$ cat src/rtl/cordic_word_feeder.sv
// Client-side feeder for the word-serial CORDIC core: credit-gated operand issue
// on the load port, and a result FIFO that absorbs the core's unstallable result strobes.
module cordic_word_feeder #(
  parameter int unsigned IN_BITS    = 16,
  parameter int unsigned OUT_BITS   = 16,
  parameter int unsigned FIFO_DEPTH = 4,
  parameter int unsigned LOG_DEPTH  = 2
) (
  input  logic                  clk,
  input  logic                  nGrst,
  input  logic                  rst,
  input  logic                  s_valid,
  output logic                  s_ready,
  input  logic [IN_BITS-1:0]    s_x,
  input  logic [IN_BITS-1:0]    s_y,
  input  logic [IN_BITS-1:0]    s_a,
  output logic                  din_valid,
  output logic [IN_BITS-1:0]    din_x,
  output logic [IN_BITS-1:0]    din_y,
  output logic [IN_BITS-1:0]    din_a,
  input  logic                  rfd,
  input  logic                  dout_valid,
  input  logic [OUT_BITS-1:0]   out_x,
  input  logic [OUT_BITS-1:0]   out_y,
  input  logic [OUT_BITS-1:0]   out_a,
  output logic                  m_valid,
  input  logic                  m_ready,
  output logic [OUT_BITS-1:0]   m_x,
  output logic [OUT_BITS-1:0]   m_y,
  output logic [OUT_BITS-1:0]   m_a,
  output logic [LOG_DEPTH:0]    in_flight,
  output logic [LOG_DEPTH:0]    fifo_count,
  output logic                  err
);

  localparam int unsigned CNT_W = LOG_DEPTH + 1;
  localparam int unsigned SUM_W = LOG_DEPTH + 2;
  localparam int unsigned RES_W = 3 * OUT_BITS;

  logic [LOG_DEPTH-1:0] r_wr_ptr;
  logic [LOG_DEPTH-1:0] r_rd_ptr;
  logic [CNT_W-1:0]     r_in_flight;
  logic [CNT_W-1:0]     r_fifo_count;
  logic                 r_err;
  logic [RES_W-1:0]     r_mem [FIFO_DEPTH];

  logic                 w_credit_ok;
  logic                 w_issue;
  logic                 w_ret_ok;
  logic                 w_full;
  logic                 w_write;
  logic                 w_drop;
  logic                 w_pop;
  logic [RES_W-1:0]     w_rd_data;

  // Every outstanding op owns a FIFO slot, so a returning result always fits
  assign w_credit_ok = (SUM_W'(r_in_flight) + SUM_W'(r_fifo_count)) < SUM_W'(FIFO_DEPTH);

  assign s_ready   = rfd & w_credit_ok;
  assign din_valid = s_valid & s_ready;
  assign din_x     = s_x;
  assign din_y     = s_y;
  assign din_a     = s_a;
  assign w_issue   = din_valid;

  assign w_ret_ok  = dout_valid & (r_in_flight != '0);
  assign w_full    = (r_fifo_count == CNT_W'(FIFO_DEPTH));
  assign w_write   = w_ret_ok & ~w_full;
  assign w_drop    = dout_valid & ((r_in_flight == '0) | w_full);

  assign m_valid   = (r_fifo_count != '0);
  assign w_pop     = m_valid & m_ready;
  assign w_rd_data = r_mem[r_rd_ptr];
  assign m_x       = w_rd_data[RES_W-1 -: OUT_BITS];
  assign m_y       = w_rd_data[2*OUT_BITS-1 -: OUT_BITS];
  assign m_a       = w_rd_data[OUT_BITS-1:0];

  assign in_flight  = r_in_flight;
  assign fifo_count = r_fifo_count;
  assign err        = r_err;

  // Pointers, counters and sticky error; rst is a synchronous alias of nGrst
  always_ff @(posedge clk or negedge nGrst) begin
    if (!nGrst) begin
      r_wr_ptr     <= '0;
      r_rd_ptr     <= '0;
      r_in_flight  <= '0;
      r_fifo_count <= '0;
      r_err        <= 1'b0;
    end else if (rst) begin
      r_wr_ptr     <= '0;
      r_rd_ptr     <= '0;
      r_in_flight  <= '0;
      r_fifo_count <= '0;
      r_err        <= 1'b0;
    end else begin
      if (w_write) r_wr_ptr <= r_wr_ptr + LOG_DEPTH'(1);
      if (w_pop)   r_rd_ptr <= r_rd_ptr + LOG_DEPTH'(1);
      r_in_flight  <= r_in_flight + CNT_W'(w_issue) - CNT_W'(w_ret_ok);
      r_fifo_count <= r_fifo_count + CNT_W'(w_write) - CNT_W'(w_pop);
      if (w_drop) r_err <= 1'b1;
    end
  end

  // Result storage is deliberately left out of reset
  always_ff @(posedge clk) begin
    if (w_write) r_mem[r_wr_ptr] <= {out_x, out_y, out_a};
  end

endmodule

$ cat config.mk
export PLATFORM = sky130hd
export DESIGN_NAME = cordic_word_feeder
export DESIGN_NICKNAME = d
export VERILOG_FILES = /design/src/rtl/cordic_word_feeder.sv
export SDC_FILE = /design/constraint.sdc
export NUM_CORES = 1
export LEC_CHECK = 0
export ABC_AREA = 1
export BUFFER_PORTS_ARGS = -buffer_cell sky130_fd_sc_hd__buf_2
export CAP_MARGIN = 40
export CORE_MARGIN = 2
export CORE_UTILIZATION = 53
export CTS_CLUSTER_DIAMETER = 40
export DETAILED_ROUTE_END_ITERATION = 8
export GPL_TIMING_DRIVEN = 0
export PLACE_DENSITY = 0.89
export SYNTH_ARGS = -nofsm -noshare
export SYNTH_HDL_FRONTEND = slang
export SYNTH_SLANG_ARGS = --single-unit
export TNS_END_PERCENT = 1
$ cat constraint.sdc
create_clock -name clk -period 4.6 [get_ports clk]
set_input_delay 0.46 -clock clk [delete_from_list [all_inputs] [get_ports clk]]
set_output_delay 0.46 -clock clk [all_outputs]
set_load 0.1 [all_outputs]
==> impl_metrics.toml <==
[run_status]
status = "completed"

[cells_and_area]
final_nets = 912
stdcell_area_sq_mm = 0.0103
post-route-util_pct = 67.7
fill_cells = 1060
layout-drive-gt1-share_pct = 35.0
area_growth_pct = 25.1
multi_input_area_sq_mm = 0.00156
seqCellArea_sq_mm = 0.00604

[sta]
hold_violations = 0
min_period_ns = 2.89
setup_viol = 0
worst_pin_slew_ns = 0.885
max_freq_mhz = 347
rsz0062_at_grt = "no"
maxSlewHeadroom_pct = 40.9
final_max_slew_viol_count = 0
skew_ns = 0.00614
setup_ws_ns = 1.71
period_share_pct = 62.7

[synth]
synth_common_cells = "edfxtp_1, nor2_1, o21ai_0"
synth_area_leaders = "edfxtp_1, o21ai_0, nor2_1, buf_4, o22ai_1"
yosysSeqAreaShare_pct = 73.7
synth_enable_flop_cells = 192
yosys_warnings = 0
avgSynthCellArea_sq_um = 13.6
syn_nets = 719
async_flop_share_pct = 5.42
synth_top_area_share_pct = 70.3
ys_ff_latch = 203
synthFlopType = "edfxtp_1"
yosys.area.top_type = "edfxtp_1"
yosysMostFrequentCell = "edfxtp_1"
synthCells = 604
netlist-cell-type-count = 23
netlist_area_sq_mm = 0.00820

[worst_setup_path]
path_class = "register to primary output"
slowest_stage = "buf_2"
critical_path.max_fanout = 10
required_ns = 4.14
crit_arrival_ns = 2.43
crit_chain = "inv_2 -> clkbuf_1 -> o21ai_0 -> o22ai_1 -> buf_2"
r2r_start = "fifo_count[1]"
crit_start = "r_rd_ptr[1]"
max_stage_delay_ns = 0.51
worst_setup_path_end_kind = "primary output"
crit_path_start_kind = "register"

[clocking]
cts_setup_buffers = 0
root_buffer = "clkbuf_16"
clockBufferDepth = 3
numClockSinks = 203
cts_buffers = 25
path_clk_slew_ns = 0.06
clkLatencyLatePin_ns = 0.49
cts_tree = "yes"
htree_levels = 1

[run]
drv_cap = 0

[global_route]
first_global_vias = 5399
grt_pass1_wl_microns = 28200
overflow = 0
antenna_found_initial = 1
grt_max_degree = 28
track_usage_pct = 22.8

[power]
power_mw = 7.80
power-per-cell-area_mw_per_mm2 = 760
peakVddDrop_mv = 0.599
p_leak_nw = 4.01

[routing]
via_per_inst = 5.40
ant_nets = 0
dr_total_vias = 5419
dr.pass1.iters = 4
drc = 0
drt_iter0_drc = 381
drt-wirelength-per-cell_microns = 19.2
drt-total-wl_microns = 19300

[placed_design]
dpl.hpwl_microns = 12900
dpl_cell_area_sq_mm = 0.00938
io_buffers = 160
pre_cts_ws_ns = 2.06
gp_congestion = 0.782

[die]
io_pins = 209
fp-row-count = 45
initial_core_util_pct = 54.1
core_area_sq_mm = 0.0151
die_h_microns = 128
die_w_microns = 128
dieArea_sq_mm = 0.0165

[worst_hold_path]
hold_class = "input port to register"
hp-start = "out_x[6]"
-- registers in the layout, summed over array words and instances, names as in the netlist --
register	count
r_mem	192
fifo_count	3
in_flight	3
r_rd_ptr	2
r_wr_ptr	2
err	1
-- repair_timing --
action                                 CTS  global route
hold buffers                             1             0
endpoints found under the hold margin   11             0
gates resized for setup                  0             0
-- final timing paths --
kind,end,slack [ns],cells after the start
max,m_a[7],1.71,5
min,r_mem[2][38],0.17,1
max reg2reg,r_mem[0][10],2.06,5
min reg2reg,err,0.54,2
max in group asynchronous,r_rd_ptr[0],4.00,2
min in group asynchronous,in_flight[2],0.39,2
-- stage by stage --
step	instances	hold WS, ns	setup TNS [ns]
after global placement	952	0.342	-35.85
final	1004	0.170	0
after CTS	1003	0.161	0
after floorplan	604	0.164	0
after global routing	1003	0.159	0
after detailed placement	957	0.343	0
-- report_power, final --
| part | internal, mW | switching [mW] |
|---|---|---|
| Clock | 1.24 | 0.743 |
| Sequential | 2.26 | 0.0799 |
| Combinational | 0.563 | 2.91 |
-- metal layers --
metal | global-route usage [%] | vias to the layer above | wire, microns
li1 | - | 2539 | -
met4 | 8.27 | 2 | 496
met5 | 0 | - | 7
met3 | 4.03 | 43 | 1300
met2 | 42.2 | 251 | 10100
met1 | 26.6 | 2584 | 7340
-- critical path: cells and delay by family (launching register included) --
family | cells | cell delay, ns
buffers and inverters | 3 | 1.02
DFF | 1 | 0.48
AOI/OAI and AO/OA | 2 | 0.43
-- final cells by class --
class | count | share of cell area, %
Antenna cell | 1 | 0.0244
Sequential cell | 203 | 58.9
Clock buffer | 29 | 6.24
Tap cell | 188 | 2.29
Timing Repair Buffer | 166 | 8.95
Buffer | 79 | 5.35
Clock inverter | 16 | 2.22
Inverter | 21 | 0.793
Multi-Input combinational cell | 301 | 15.2
-- cells by family after synthesis --
logic type | after synthesis | share of synthesized area (%)
flops | 203 | 73.7
simple gates | 139 | 6.59
compound gates | 147 | 9.71
xor+xnor | 3 | 0.321
fa+ha+maj | 12 | 2.01
buf+inv | 100 | 7.69
-- cell usage in the layout, fill, tap and decap left out, types with 3 or more instances in the layout --
| master | instances |
|---|---|
| xor2_1 | 3 |
| buf_6 | 6 |
| buf_2 | 173 |
| clkbuf_16 | 25 |
| edfxtp_1 | 192 |
| nor2_4 | 4 |
| nand3_1 | 5 |
| inv_1 | 19 |
| ha_1 | 10 |
| o21ai_0 | 90 |
| o22ai_1 | 48 |
| clkinv_4 | 4 |
| nand2_1 | 14 |
| buf_4 | 49 |
| nor2_1 | 112 |
| clkbuf_1 | 9 |
| o21ai_1 | 7 |
| bufinv_16 | 4 |
| clkbuf_2 | 6 |
| dfrtp_1 | 11 |
| buf_12 | 4 |
No activity file was read; power rests on OpenSTA's default activity.
